### src/rtl/spi_slave.sv
// spi_slave: SPI mode-0 slave with a one-entry TX holding register.
// sclk, cs_n and mosi are resynchronised into the clk domain, so sclk must
// stay at or below clk/8.
// Optional build macro SPI_SLAVE_LSB_FIRST_EN selects LSB-first order for
// both the TX and RX shifters. The default build shifts MSB first.
`timescale 1ns/1ps
module spi_slave #(
  parameter int DATA_WIDTH = 8
) (
  input  logic                  clk,
  input  logic                  reset_n,
  input  logic                  sclk,
  input  logic                  cs_n,
  input  logic                  mosi,
  output logic                  miso,
  input  logic [DATA_WIDTH-1:0] tx_data,
  input  logic                  tx_valid,
  output logic                  tx_ready,
  output logic [DATA_WIDTH-1:0] rx_data,
  output logic                  rx_valid,
  output logic                  busy
);

  localparam int CNT_W = $clog2(DATA_WIDTH);
  localparam logic [CNT_W-1:0] LAST_BIT = CNT_W'(DATA_WIDTH - 1);

  // state  | meaning
  // IDLE   | cs_n high, serial pins ignored, miso held at 0
  // ACTIVE | cs_n low, shifting words
  typedef enum logic {IDLE, ACTIVE} state_t;

  state_t                state;
  logic                  sclk_s1, sclk_s2, sclk_d;
  logic                  cs_s1, cs_s2, cs_d;
  logic                  mosi_s1, mosi_s2, mosi_d;
  logic                  sclk_rise, sclk_fall, cs_fall, cs_rise;
  logic [CNT_W-1:0]      bit_cnt;
  logic [DATA_WIDTH-1:0] tx_shift, rx_shift, hold_reg;
  logic                  started, armed;

  logic [DATA_WIDTH-1:0] load_val, tx_shifted, rx_next;
  logic                  load_bit, shift_bit, word_start, accept;

  // Two-flop synchronisers followed by registered edge flags.
  // mosi_d keeps the data bit aligned with the sclk_rise flag.
  always_ff @(posedge clk or negedge reset_n) begin
    if (!reset_n) begin
      sclk_s1   <= 1'b0;
      sclk_s2   <= 1'b0;
      sclk_d    <= 1'b0;
      cs_s1     <= 1'b1;
      cs_s2     <= 1'b1;
      cs_d      <= 1'b1;
      mosi_s1   <= 1'b0;
      mosi_s2   <= 1'b0;
      mosi_d    <= 1'b0;
      sclk_rise <= 1'b0;
      sclk_fall <= 1'b0;
      cs_fall   <= 1'b0;
      cs_rise   <= 1'b0;
    end else begin
      sclk_s1   <= sclk;
      sclk_s2   <= sclk_s1;
      sclk_d    <= sclk_s2;
      cs_s1     <= cs_n;
      cs_s2     <= cs_s1;
      cs_d      <= cs_s2;
      mosi_s1   <= mosi;
      mosi_s2   <= mosi_s1;
      mosi_d    <= mosi_s2;
      sclk_rise <= sclk_s2 & ~sclk_d;
      sclk_fall <= ~sclk_s2 & sclk_d;
      cs_fall   <= ~cs_s2 & cs_d;
      cs_rise   <= cs_s2 & ~cs_d;
    end
  end

  // Shift-order helpers, the next TX load value, and the word-start and handshake strobes.
  always_comb begin
    load_val   = tx_ready ? '0 : hold_reg;
`ifdef SPI_SLAVE_LSB_FIRST_EN
    tx_shifted = {1'b0, tx_shift[DATA_WIDTH-1:1]};
    rx_next    = {mosi_d, rx_shift[DATA_WIDTH-1:1]};
    load_bit   = load_val[0];
    shift_bit  = tx_shifted[0];
`else
    tx_shifted = {tx_shift[DATA_WIDTH-2:0], 1'b0};
    rx_next    = {rx_shift[DATA_WIDTH-2:0], mosi_d};
    load_bit   = load_val[DATA_WIDTH-1];
    shift_bit  = tx_shifted[DATA_WIDTH-1];
`endif
    word_start = ((state == IDLE) && cs_fall && armed) ||
                 ((state == ACTIVE) && rx_valid && !cs_rise);
    accept     = tx_valid && tx_ready;
  end

  // Control FSM, TX and RX shifters, holding register and registered outputs.
  always_ff @(posedge clk or negedge reset_n) begin
    if (!reset_n) begin
      state    <= IDLE;
      bit_cnt  <= '0;
      miso     <= 1'b0;
      tx_shift <= '0;
      rx_shift <= '0;
      rx_data  <= '0;
      rx_valid <= 1'b0;
      busy     <= 1'b0;
      tx_ready <= 1'b1;
      hold_reg <= '0;
      started  <= 1'b0;
      armed    <= 1'b0;
    end else begin
      rx_valid <= 1'b0;
      started  <= 1'b1;
      // A cs_n held low through reset must not start a transfer: wait until
      // the first synchroniser stage has sampled the pin high.
      if (started && cs_s1) armed <= 1'b1;

      // Same-cycle handshake and load while empty: the word goes out as zeros
      // and the new data waits in the holding register for the next word.
      if (word_start && !tx_ready) begin
        tx_ready <= 1'b1;
      end else if (accept) begin
        hold_reg <= tx_data;
        tx_ready <= 1'b0;
      end

      case (state)
        IDLE: begin
          if (cs_fall && armed) begin
            state    <= ACTIVE;
            busy     <= 1'b1;
            bit_cnt  <= '0;
            tx_shift <= load_val;
            miso     <= load_bit;
          end
        end
        ACTIVE: begin
          if (cs_rise) begin
            state   <= IDLE;
            busy    <= 1'b0;
            bit_cnt <= '0;
            miso    <= 1'b0;
          end else begin
            if (sclk_rise) begin
              rx_shift <= rx_next;
              if (bit_cnt == LAST_BIT) begin
                bit_cnt  <= '0;
                rx_data  <= rx_next;
                rx_valid <= 1'b1;
              end else begin
                bit_cnt <= bit_cnt + CNT_W'(1);
              end
            end
            // The falling edge after the last bit is ignored because the next
            // word has already been loaded by then.
            if (sclk_fall && (bit_cnt != '0)) begin
              tx_shift <= tx_shifted;
              miso     <= shift_bit;
            end
            if (rx_valid) begin
              tx_shift <= load_val;
              miso     <= load_bit;
            end
          end
        end
        default: state <= IDLE;
      endcase
    end
  end

endmodule

### config.mk
export PLATFORM = sky130hd
export DESIGN_NAME = spi_slave
export DESIGN_NICKNAME = d
export VERILOG_FILES = /design/src/rtl/spi_slave.sv
export SDC_FILE = /design/constraint.sdc
export NUM_CORES = 1
export LEC_CHECK = 0
export ABC_AREA = 1
export CAP_MARGIN = 40
export CORE_MARGIN = 5
export CORE_UTILIZATION = 58
export DETAILED_ROUTE_END_ITERATION = 10
export PLACE_DENSITY = 0.86
export SLEW_MARGIN = 10
export SYNTH_ARGS = -nofsm -noshare
export SYNTH_HDL_FRONTEND = slang
export SYNTH_SLANG_ARGS = --single-unit
### constraint.sdc
create_clock -name clk -period 2.84 [get_ports clk]
set_input_delay 0.71 -clock clk [delete_from_list [all_inputs] [get_ports clk]]
set_output_delay 0.71 -clock clk [all_outputs]
set_load 0.02 [all_outputs]
Word level (Yosys, flattened, before mapping)
Index checks and enable logic that the tools add are counted.
- bits in registers: 53
- output and inout bits: 12
- logic and storage cells: 93
- add/subtract/negate cells: 1
- eq/ne operators: 7
- mux-type cells: 28
- bitwise logic cells: 11
- reductions and logical operators: 21
- operators with widths (cell ; count):
    two-way mux 7 bit ; 4
    two-way mux 1 bit ; 14
    case mux 7 bit (2 select lines) ; 1
    two-way mux 3 bit ; 4
    logical AND 1 bit ; 9
    two-way mux 8 bit ; 1
    AND reduction 2 bit ; 4
    inverter 1 bit ; 7
    case mux 1 bit (2 select lines) ; 3
    case mux 3 bit (2 select lines) ; 1
    AND reduction 3 bit ; 2
    bitwise AND 1 bit ; 4
    != test 2 x 1 -> 1 bit, second input constant ; 2
    != test 4 x 2 -> 1 bit, second input constant ; 1
    AND reduction 4 bit ; 1
    adder 3 x 1 -> 3 bit, second input constant ; 1
    equality test 3 bit, second input constant ; 1
    != test 3 x 1 -> 1 bit, second input constant ; 1
    != test 3 x 2 -> 1 bit, second input constant ; 1
    nonzero test 3 bit ; 1
    logical NOT 1 bit ; 2
    != test 2 bit, second input constant ; 1
    nonzero test 2 bit ; 1
    logical OR 1 bit ; 1

Logic depth before layout (Yosys ltp)
Gate-level depths: netlist of run 1.
- word-level depth: 7
- mapped depth: 9

Worst setup path after synthesis of run 1
Ideal clock, no wire load.
- path kind: register to output
- start: register tx_ready
- end: output port tx_ready
- data arrival time: 0.609 ns
- path slack: 1.521 ns
- cell stages (with the launch flop): 1
- cell sequence: dfstp_2
- RTL lines (item ; RTL line ; RTL):
    start, declared ; 18 ; output logic tx_ready,
    start signal, assigned ; 108 ; tx_ready <= 1'b1;
    start signal, assigned ; 122 ; tx_ready <= 1'b1;
    start signal, assigned ; 125 ; tx_ready <= 1'b0;
No word-level cell between the ends.

Worst setup path after layout of run 1
- start: register tx_ready
- end: output port tx_ready
No word-level cell between the ends.

==> flow_summary.html, run 1 <==
<table>
<tr><th>Metric</th><th>Value</th></tr>
<tr><th colspan="2">Timing</th></tr>
<tr><td>Tcrit/Tclk final</td><td>about 80%</td></tr>
<tr><td>Top achievable clock speed</td><td>approximately 450 MHz</td></tr>
<tr><td>Clock Skews</td><td>between 0.009 and 0.01 ns</td></tr>
<tr><td>Unrepaired setup endpoints after global routing</td><td>no</td></tr>
<tr><td>Clock period minus worst slack</td><td>2.21 ns</td></tr>
<tr><td>Sum of negative setup slack</td><td>0 ns</td></tr>
<tr><td>Worst max-slew margin expressed relative to the limit</td><td>about three fifths</td></tr>
<tr><td>Final setup violation count</td><td>0</td></tr>
<tr><td>Count of final max-slew check failures</td><td>0</td></tr>
<tr><td>Final count of hold timing violations</td><td>0</td></tr>
<tr><td>Transition at the pin with the smallest max-transition slack</td><td>around 0.6 ns</td></tr>
<tr><th colspan="2">Routing</th></tr>
<tr><td>Via density</td><td>approximately 4.8</td></tr>
<tr><td>Post-route antenna net violation count</td><td>0</td></tr>
<tr><td>Violation count after the first detailed-route iteration</td><td>83</td></tr>
<tr><td>Total via count in the routed design</td><td>1354</td></tr>
<tr><td>DRC viols</td><td>0</td></tr>
<tr><td>Post-DR wirelength/cell</td><td>12.7 um</td></tr>
<tr><td>Router iterations before antenna repair</td><td>4</td></tr>
<tr><td>Sum of routed wire length over all layers</td><td>about 3600 um</td></tr>
<tr><th colspan="2">CTS</th></tr>
<tr><td>CTS clk-pin slew, worst paths</td><td>approximately 0.080 ns</td></tr>
<tr><td>TritonCTS clock tree</td><td>yes</td></tr>
<tr><td>H-tree lvl count</td><td>2</td></tr>
<tr><td># hold bufs at CTS</td><td>0</td></tr>
<tr><td>CTS buffer count</td><td>5</td></tr>
<tr><td>Clock Root Buffer</td><td>clkbuf_8</td></tr>
<tr><td># resized after CTS</td><td>0</td></tr>
<tr><td>Count of buffers added by post-CTS timing repair for setup</td><td>0</td></tr>
<tr><td>Number of buffers between clock root and the deepest sink</td><td>2</td></tr>
<tr><td>Latest clock arrival within the worst-skew pair</td><td>~0.31 ns</td></tr>
<tr><td>CTS Sinks</td><td>53</td></tr>
<tr><th colspan="2">GRT</th></tr>
<tr><td>Global-route met1 utilization</td><td>between 10% and 20%</td></tr>
<tr><td>Global Route met3 Usage</td><td>roughly 4.5%</td></tr>
<tr><td>Pin count of the biggest net entering global routing</td><td>29</td></tr>
<tr><td>Total global routing track utilization</td><td>~16%</td></tr>
<tr><td>Most Crowded Layer GR</td><td>met2</td></tr>
<tr><td>Via count of the first global-routing pass</td><td>about 1300</td></tr>
<tr><td>Final global-route overflow total</td><td>0</td></tr>
<tr><td>Global-route wire length before repair</td><td>a little under 6000 um</td></tr>
<tr><td>Global routing met2 resource utilization</td><td>25.3%</td></tr>
<tr><td>Antenna violations before repair</td><td>0</td></tr>
<tr><th colspan="2">Yosys</th></tr>
<tr><td>Adder-Cell Fraction of Synth Area</td><td>1.78%</td></tr>
<tr><td>Number of unique standard cell types used by synthesis</td><td>24</td></tr>
<tr><td>Number of warnings reported in the yosys synthesis log</td><td>0</td></tr>
<tr><td>Post-synthesis simple-gate area fraction</td><td>19.4%</td></tr>
<tr><td>Post-synthesis instance total</td><td>between 200 and 250</td></tr>
<tr><td>Share of the yosys chip area belonging to registers</td><td>between 60% and 70%</td></tr>
<tr><td>Compound-cell area share of the yosys netlist</td><td>under 10%</td></tr>
<tr><td>Mux share of post-synthesis cell area</td><td>under 10%</td></tr>
<tr><td>Fraction of synthesized cell area in xor and xnor cells</td><td>0%</td></tr>
<tr><td>Main combinational cell family by area after synthesis</td><td>simple AND/OR/NAND/NOR gates</td></tr>
<tr><td>Synthesized area</td><td>around 2100 um^2</td></tr>
<tr><td>Post-Synthesis Mean Instance Area</td><td>between 10 and 15 um^2</td></tr>
<tr><td>Synthesized netlist net count</td><td>roughly 220</td></tr>
<tr><td>Number of register bits inferred by synthesis</td><td>between 50 and 60</td></tr>
<tr><th colspan="2">Critical path</th></tr>
<tr><td>R2r endpoint</td><td>rx_data[7]</td></tr>
<tr><td>Data arrival time of the critical path</td><td>around 1.5 ns</td></tr>
<tr><td>Cells traversed along the worst timing path</td><td>clkdlybuf4s50_1</td></tr>
<tr><td>Critical path start-end classification</td><td>reg -&gt; out</td></tr>
<tr><td>Worst R2R Start</td><td>bit_cnt[0]</td></tr>
<tr><td>Slowest cell on the critical path</td><td>clkdlybuf4s50_1</td></tr>
<tr><td>Delay of the slowest critical-path stage</td><td>0.61 ns</td></tr>
<tr><td>Dominant delay contributor by cell family on the critical path</td><td>buffers and inverters</td></tr>
<tr><td>Startpoint Class</td><td>register</td></tr>
<tr><td>Element type at the critical path end</td><td>output port</td></tr>
<tr><td>CP required</td><td>2.13 ns</td></tr>
<tr><td>Largest fanout on the critical path</td><td>4</td></tr>
<tr><td>Cell count of the worst reg-to-reg path</td><td>6</td></tr>
<tr><td>Buffers and inverters on the worst path</td><td>1</td></tr>
<tr><td>Register-to-Register Setup Slack</td><td>~1.5 ns</td></tr>
<tr><th colspan="2">Layout</th></tr>
<tr><td>Ratio of cells with drive above 1 in the final layout</td><td>~18%</td></tr>
<tr><td>Synth-to-layout area growth</td><td>20.3%</td></tr>
<tr><td>Area of all placed cells without fillers</td><td>between 2000 and 3000 um^2</td></tr>
<tr><td>Nets</td><td>between 200 and 300</td></tr>
<tr><td>Final Instance Count excl. Fillers</td><td>approximately 280</td></tr>
<tr><td>Fill cells</td><td>258</td></tr>
<tr><td>Diode count</td><td>0</td></tr>
<tr><th colspan="2">Power and ir drop</th></tr>
<tr><td>Cell-internal power</td><td>0.00141 W</td></tr>
<tr><td>Combinational Power Share</td><td>between 20 and 25%</td></tr>
<tr><td>P_sw</td><td>0.000594 W</td></tr>
<tr><td>Sequential power share</td><td>around half</td></tr>
<tr><td>Part of the power in the clock network</td><td>a little over a quarter</td></tr>
<tr><td>Sw Ratio</td><td>a little under 30%</td></tr>
<tr><td>Peak VDD IR</td><td>between 400 and 500 uV</td></tr>
<tr><td>Static leakage</td><td>about 1.3 nW</td></tr>
<tr><td>Power per standard cell area</td><td>about 790 nW/um^2</td></tr>
<tr><th colspan="2">Run</th></tr>
<tr><td>Max-cap check violation count</td><td>0</td></tr>
<tr><th colspan="2">Status</th></tr>
<tr><td>Outcome</td><td>finished clean</td></tr>
<tr><th colspan="2">Hold path</th></tr>
<tr><td>HP Class</td><td>reg -&gt; reg</td></tr>
<tr><td>Number of instances on the worst hold path</td><td>0</td></tr>
<tr><td>Hold Path End</td><td>sclk_s2</td></tr>
<tr><td>Hold path start</td><td>sclk_s1</td></tr>
<tr><th colspan="2">Place</th></tr>
<tr><td>IO Port Bufs</td><td>25</td></tr>
<tr><td>Half-perimeter wire length after detailed placement</td><td>around 2600 um</td></tr>
<tr><td>Routability cong.</td><td>roughly 0.75</td></tr>
<tr><td>Cells after DPL</td><td>274</td></tr>
<tr><td>Placed standard-cell area</td><td>around 2400 um^2</td></tr>
<tr><th colspan="2">Floorplan</th></tr>
<tr><td>Starting Density</td><td>a little under 60%</td></tr>
<tr><td>Number of rows in the core area</td><td>22</td></tr>
<tr><td>Core Footprint</td><td>3610 um^2</td></tr>
<tr><td>Ports placed on the boundary</td><td>26</td></tr>
<tr><td>Width of the die</td><td>about 70 um</td></tr>
<tr><td>Chip height</td><td>~70 um</td></tr>
<tr><td>Area enclosed by the die boundary</td><td>between 4000 and 5000 um^2</td></tr>
</table>
per-layer routing:
metal | up-vias | share of wire, %
met5 | - | 0
met4 | 0 | 3.1
met3 | 10 | 3.7
met2 | 29 | 49
met1 | 625 | 44
li1 | 690 | -
how the worst max path moves through the flow:
stage | cells after the start | from | to | slack, ns
global route | 1 | tx_ready | tx_ready | 0.59
detailed placement | 1 | tx_ready | tx_ready | 0.96
floorplan | 0 | tx_ready | tx_ready | 1.52
global placement | 1 | tx_ready | tx_ready | 0.96
CTS | 1 | tx_ready | tx_ready | 0.61
finish | 1 | tx_ready | tx_ready | 0.63
per-stage QoR:
| step | setup slack (ns) | utilization [%] | total power, W | hold slack [ns] |
|---|---|---|---|---|
| final | 0.630 | 70.4 | 0.00201 | 0.355 |
| after floorplan | 1.52 | - | 0.00134 | 0.331 |
| after global placement | 0.961 | 67.1 | 0.00147 | 0.331 |
| after CTS | 0.611 | 70.4 | 0.00203 | 0.357 |
| after global routing | 0.590 | 70.4 | 0.00213 | 0.372 |
| after detailed placement | 0.957 | 67.1 | 0.00149 | 0.336 |
logic make-up after synthesis:
group                    after synthesis
buffers and inverters                 24
AO/OA/AOI/OAI                         21
flip-flops                            53
adder cells (fa/ha/maj)                3
other                                  1
multiplexers                           8
AND/OR/NAND/NOR                       92
cell usage after synthesis (all sizes together):
| cell type | n | area, um^2 |
|---|---|---|
| nand3 | 5 | 35.0 |
| a22oi | 1 | 7.51 |
| inv | 22 | 85.1 |
| conb | 1 | 3.75 |
| o21ai | 19 | 121 |
| dfrtp | 49 | 1230 |
| nor2 | 8 | 53.8 |
| buf | 2 | 16.3 |
| nand2 | 78 | 315 |
| mux2 | 8 | 90.1 |
| a21o | 1 | 7.51 |
| ha | 3 | 37.5 |
| dfstp | 4 | 105 |
| or2 | 1 | 6.26 |
cells in the final DEF, fill, tap and decap left out:
master,instances
nand2_1,73
dfrtp_1,49
clkdlybuf4s50_1,24
inv_1,19
o21ai_1,10
mux2_2,8
o21ai_2,7
nor2_1,6
clkbuf_8,6
dfstp_2,4
nand2_2,3
nand3_1,3
ha_1,3
inv_2,2
nand3_2,2
nand2_4,2
o21ai_0,2
nor2_8,1
inv_4,1
nor2_4,1
or2_1,1
a22oi_1,1
a21o_1,1
bufinv_16,1
clkinvlp_4,1
buf_2,1
buf_12,1
conb_1,1
power groups by stage:
stage	Combinational, W	Clock, W	Sequential, W
floorplan	0.000301	0	0.00104
global placement	0.000427	0	0.00104
detailed placement	0.000447	0	0.00105
CTS	0.000450	0.000537	0.00104
global route	0.000505	0.000566	0.00106
finish	0.000444	0.000522	0.00104
area by class of cell:
cell class | instances | area (um^2) | share of cell area [%]
Clock buffer | 6 | 82.6 | 3.25
Clock inverter | 2 | 37.5 | 1.48
Inverter | 22 | 85.1 | 3.35
Multi-Input combinational cell | 125 | 678 | 26.7
Sequential cell | 53 | 1330 | 52.4
Tap cell | 48 | 60.1 | 2.36
Timing Repair Buffer | 26 | 265 | 10.4
Power figures use the tool's default switching activity.
==> inputs of run 2 (changes only) <==
--- a/config.mk
+++ b/config.mk
@@ -8,9 +8,9 @@
 export ABC_AREA = 1
 export CAP_MARGIN = 40
 export CORE_MARGIN = 5
-export CORE_UTILIZATION = 58
+export CORE_UTILIZATION = 49
 export DETAILED_ROUTE_END_ITERATION = 10
-export PLACE_DENSITY = 0.86
+export PLACE_DENSITY = 0.77
 export SLEW_MARGIN = 10
 export SYNTH_ARGS = -nofsm -noshare
 export SYNTH_HDL_FRONTEND = slang
==> constraint.sdc (replaced) <==
create_clock -name clk -period 2 [get_ports clk]
set_input_delay 0.5 -clock clk [delete_from_list [all_inputs] [get_ports clk]]
set_output_delay 0.5 -clock clk [all_outputs]
set_load 0.02 [all_outputs]
==> run 2 against run 1 <==
Net effect:
- clock power is 16% higher
- critical path depth stayed put
- sequential cell count stayed put
- critical path type unchanged
- power is 34% higher
- core utilization is 8.8 points lower
- sequential power is 40% higher
- final cell count is 0.71% higher
- first-iteration DRC count is 41% lower
- final area is 0.89% lower
- combinational power is 40% higher
- clock-buffer cell count is 1 higher
==> flow_summary.html, run 2 (same netlist as run 1, synthesis figures left out) <==
<table>
<tr><th>Metric</th><th>Value</th></tr>
<tr><th colspan="2">Status</th></tr>
<tr><td>Outcome</td><td>finished clean</td></tr>
<tr><th colspan="2">CTS</th></tr>
<tr><td>CTS Sinks</td><td>53</td></tr>
<tr><td># resized after CTS</td><td>1</td></tr>
<tr><td>H-tree lvl count</td><td>2</td></tr>
<tr><td>TritonCTS clock tree</td><td>yes</td></tr>
<tr><td># hold bufs at CTS</td><td>0</td></tr>
<tr><td>CTS clk-pin slew, worst paths</td><td>0.09 ns</td></tr>
<tr><td>Latest clock arrival within the worst-skew pair</td><td>0.30 ns</td></tr>
<tr><td>Clock Root Buffer</td><td>clkbuf_8</td></tr>
<tr><td>Number of buffers between clock root and the deepest sink</td><td>2</td></tr>
<tr><td>CTS buffer count</td><td>5</td></tr>
<tr><td>Count of buffers added by post-CTS timing repair for setup</td><td>0</td></tr>
<tr><th colspan="2">Timing</th></tr>
<tr><td>Count of final max-slew check failures</td><td>0</td></tr>
<tr><td>Final count of hold timing violations</td><td>0</td></tr>
<tr><td>Clock Skews</td><td>around 0.0096 ns</td></tr>
<tr><td>Hold Slack</td><td>about 0.058 ns</td></tr>
<tr><td>Tcrit/Tclk final</td><td>89.0%</td></tr>
<tr><td>Final setup violation count</td><td>0</td></tr>
<tr><td>Unrepaired setup endpoints after global routing</td><td>no</td></tr>
<tr><td>Sum of negative setup slack</td><td>0 ns</td></tr>
<tr><td>Clock period minus worst slack</td><td>roughly 1.8 ns</td></tr>
<tr><td>Top achievable clock speed</td><td>approximately 560 MHz</td></tr>
<tr><th colspan="2">GRT</th></tr>
<tr><td>Antenna violations before repair</td><td>0</td></tr>
<tr><td>Global-route wire length before repair</td><td>about 6000 um</td></tr>
<tr><td>Pin count of the biggest net entering global routing</td><td>44</td></tr>
<tr><td>Total global routing track utilization</td><td>between 10% and 20%</td></tr>
<tr><td>Final global-route overflow total</td><td>0</td></tr>
<tr><td>Via count of the first global-routing pass</td><td>1312</td></tr>
<tr><th colspan="2">Layout</th></tr>
<tr><td>Synth-to-layout area growth</td><td>19.3%</td></tr>
<tr><td>Most common cell after layout, fill and taps aside</td><td>nand2_1</td></tr>
<tr><td>Most frequent cells in the layout</td><td>nand2_1 (73), dfrtp_1 (49), clkdlybuf4s50_1 (22), inv_1 (19), o21ai_1 (10)</td></tr>
<tr><td>Diode count</td><td>0</td></tr>
<tr><td>Ratio of cells with drive above 1 in the final layout</td><td>between 10% and 20%</td></tr>
<tr><td>Nets</td><td>250</td></tr>
<tr><th colspan="2">Power and ir drop</th></tr>
<tr><td>Peak VDD IR</td><td>655 uV</td></tr>
<tr><td>Power per standard cell area</td><td>around 1100 nW/um^2</td></tr>
<tr><td>Static leakage</td><td>between 1 and 1.5 nW</td></tr>
<tr><th colspan="2">Routing</th></tr>
<tr><td>DRC viols</td><td>0</td></tr>
<tr><td>Post-DR wirelength/cell</td><td>roughly 12 um</td></tr>
<tr><td>Via density</td><td>around 4.8</td></tr>
<tr><td>Sum of routed wire length over all layers</td><td>3430 um</td></tr>
<tr><td>Total via count in the routed design</td><td>about 1300</td></tr>
<tr><td>Post-route antenna net violation count</td><td>0</td></tr>
<tr><td>Router iterations before antenna repair</td><td>4</td></tr>
<tr><td>Violation count after the first detailed-route iteration</td><td>~50</td></tr>
<tr><th colspan="2">Critical path</th></tr>
<tr><td>Dominant delay contributor by cell family on the critical path</td><td>buffers and inverters</td></tr>
<tr><td>Cells traversed along the worst timing path</td><td>clkdlybuf4s50_1</td></tr>
<tr><td>CP required</td><td>roughly 1.5 ns</td></tr>
<tr><td>Buffers and inverters on the worst path</td><td>1</td></tr>
<tr><td>Worst R2R Start</td><td>cs_rise</td></tr>
<tr><td>Register-to-Register Setup Slack</td><td>~0.65 ns</td></tr>
<tr><td>Startpoint Class</td><td>register</td></tr>
<tr><td>Cell count of the worst reg-to-reg path</td><td>6</td></tr>
<tr><td>Slowest cell on the critical path</td><td>clkdlybuf4s50_1</td></tr>
<tr><td>Critical path start-end classification</td><td>reg -&gt; out</td></tr>
<tr><td>Delay of the slowest critical-path stage</td><td>0.61 ns</td></tr>
<tr><td>CP endpoint</td><td>rx_data[0]</td></tr>
<tr><td>Startpoint of the worst setup timing path</td><td>rx_data[0]</td></tr>
<tr><td>Worst path depth</td><td>1</td></tr>
<tr><td>Data arrival time of the critical path</td><td>~1.3 ns</td></tr>
<tr><td>R2r endpoint</td><td>rx_data[5]</td></tr>
<tr><td>Largest fanout on the critical path</td><td>2</td></tr>
<tr><td>Element type at the critical path end</td><td>output port</td></tr>
<tr><th colspan="2">Floorplan</th></tr>
<tr><td>Width of the die</td><td>between 70 and 80 um</td></tr>
<tr><td>Starting Density</td><td>between 50 and 60%</td></tr>
<tr><td>Area enclosed by the die boundary</td><td>~5700 um^2</td></tr>
<tr><td>Number of rows in the core area</td><td>23</td></tr>
<tr><td>Ports placed on the boundary</td><td>26</td></tr>
<tr><td>Chip height</td><td>about 76 um</td></tr>
<tr><td>Core Footprint</td><td>between 4000 and 5000 um^2</td></tr>
<tr><th colspan="2">Place</th></tr>
<tr><td>Half-perimeter wire length after detailed placement</td><td>2550 um</td></tr>
<tr><td>IO Port Bufs</td><td>25</td></tr>
<tr><td>Routability cong.</td><td>about 0.76</td></tr>
<tr><th colspan="2">Run</th></tr>
<tr><td>Max-cap check violation count</td><td>0</td></tr>
<tr><th colspan="2">Hold path</th></tr>
<tr><td>HP Class</td><td>in -&gt; async</td></tr>
</table>
[run 2: area by class of cell]
class / count / area, um^2
fillers: 337 / 1570
flip-flops and latches: 53 / 1330
clock buffers: 7 / 86.3
well taps: 50 / 62.6
repair buffers: 26 / 267
clock inverters: 1 / 7.51
inverters: 22 / 85.1
multi-input cells: 125 / 678
[run 2: power breakdown]
group / internal (W) / total, W / switching [W]
logic: 0.000275 / 0.000622 / 0.000348
registers: 0.00132 / 0.00146 / 0.000146
clock network: 0.000282 / 0.000607 / 0.000325
[run 2: worst register-to-register path: cells and delay by family, from the launching register on]
family / cells / cell delay, ns
DFF: 1 / 0.39
buffers and inverters: 2 / 0.27
AOI/OAI and AO/OA: 1 / 0.05
and+or+nand+nor: 3 / 0.52
[run 2: how the worst min path moves through the flow]
| stage | to | slack (ns) | cells past startpoint |
|---|---|---|---|
| 2_1_floorplan | armed | 0.20 | 0 |
| 3_3_place_gp | mosi_s2 | 0.33 | 0 |
| 6_report | hold_reg[6] | 0.06 | 1 |
| 4_1_cts | hold_reg[6] | 0.06 | 1 |
| 5_1_grt | hold_reg[6] | 0.05 | 1 |
| 3_5_place_dp | mosi_s2 | 0.34 | 0 |
[run 2: metal layers]
metal	vias up	GRT usage, %	wire [um]
met5	-	0	0
met4	0	5.63	61
met3	5	4.49	134
met2	26	22.1	1600
met1	635	18.2	1630
li1	683	-	-
[run 2: metrics by stage]
step / area (um^2) / power, W / util, % / setup slack [ns] / std cells
floorplan: 2110 / 0.00190 / - / 0.781 / 202
global placement: 2420 / 0.00208 / 59.3 / 0.323 / 276
detailed placement: 2420 / 0.00212 / 59.3 / 0.324 / 276
CTS: 2510 / 0.00273 / 61.5 / 0.0195 / 284
global route: 2520 / 0.00288 / 61.6 / 0.148 / 284
finish: 2520 / 0.00269 / 61.6 / 0.219 / 284
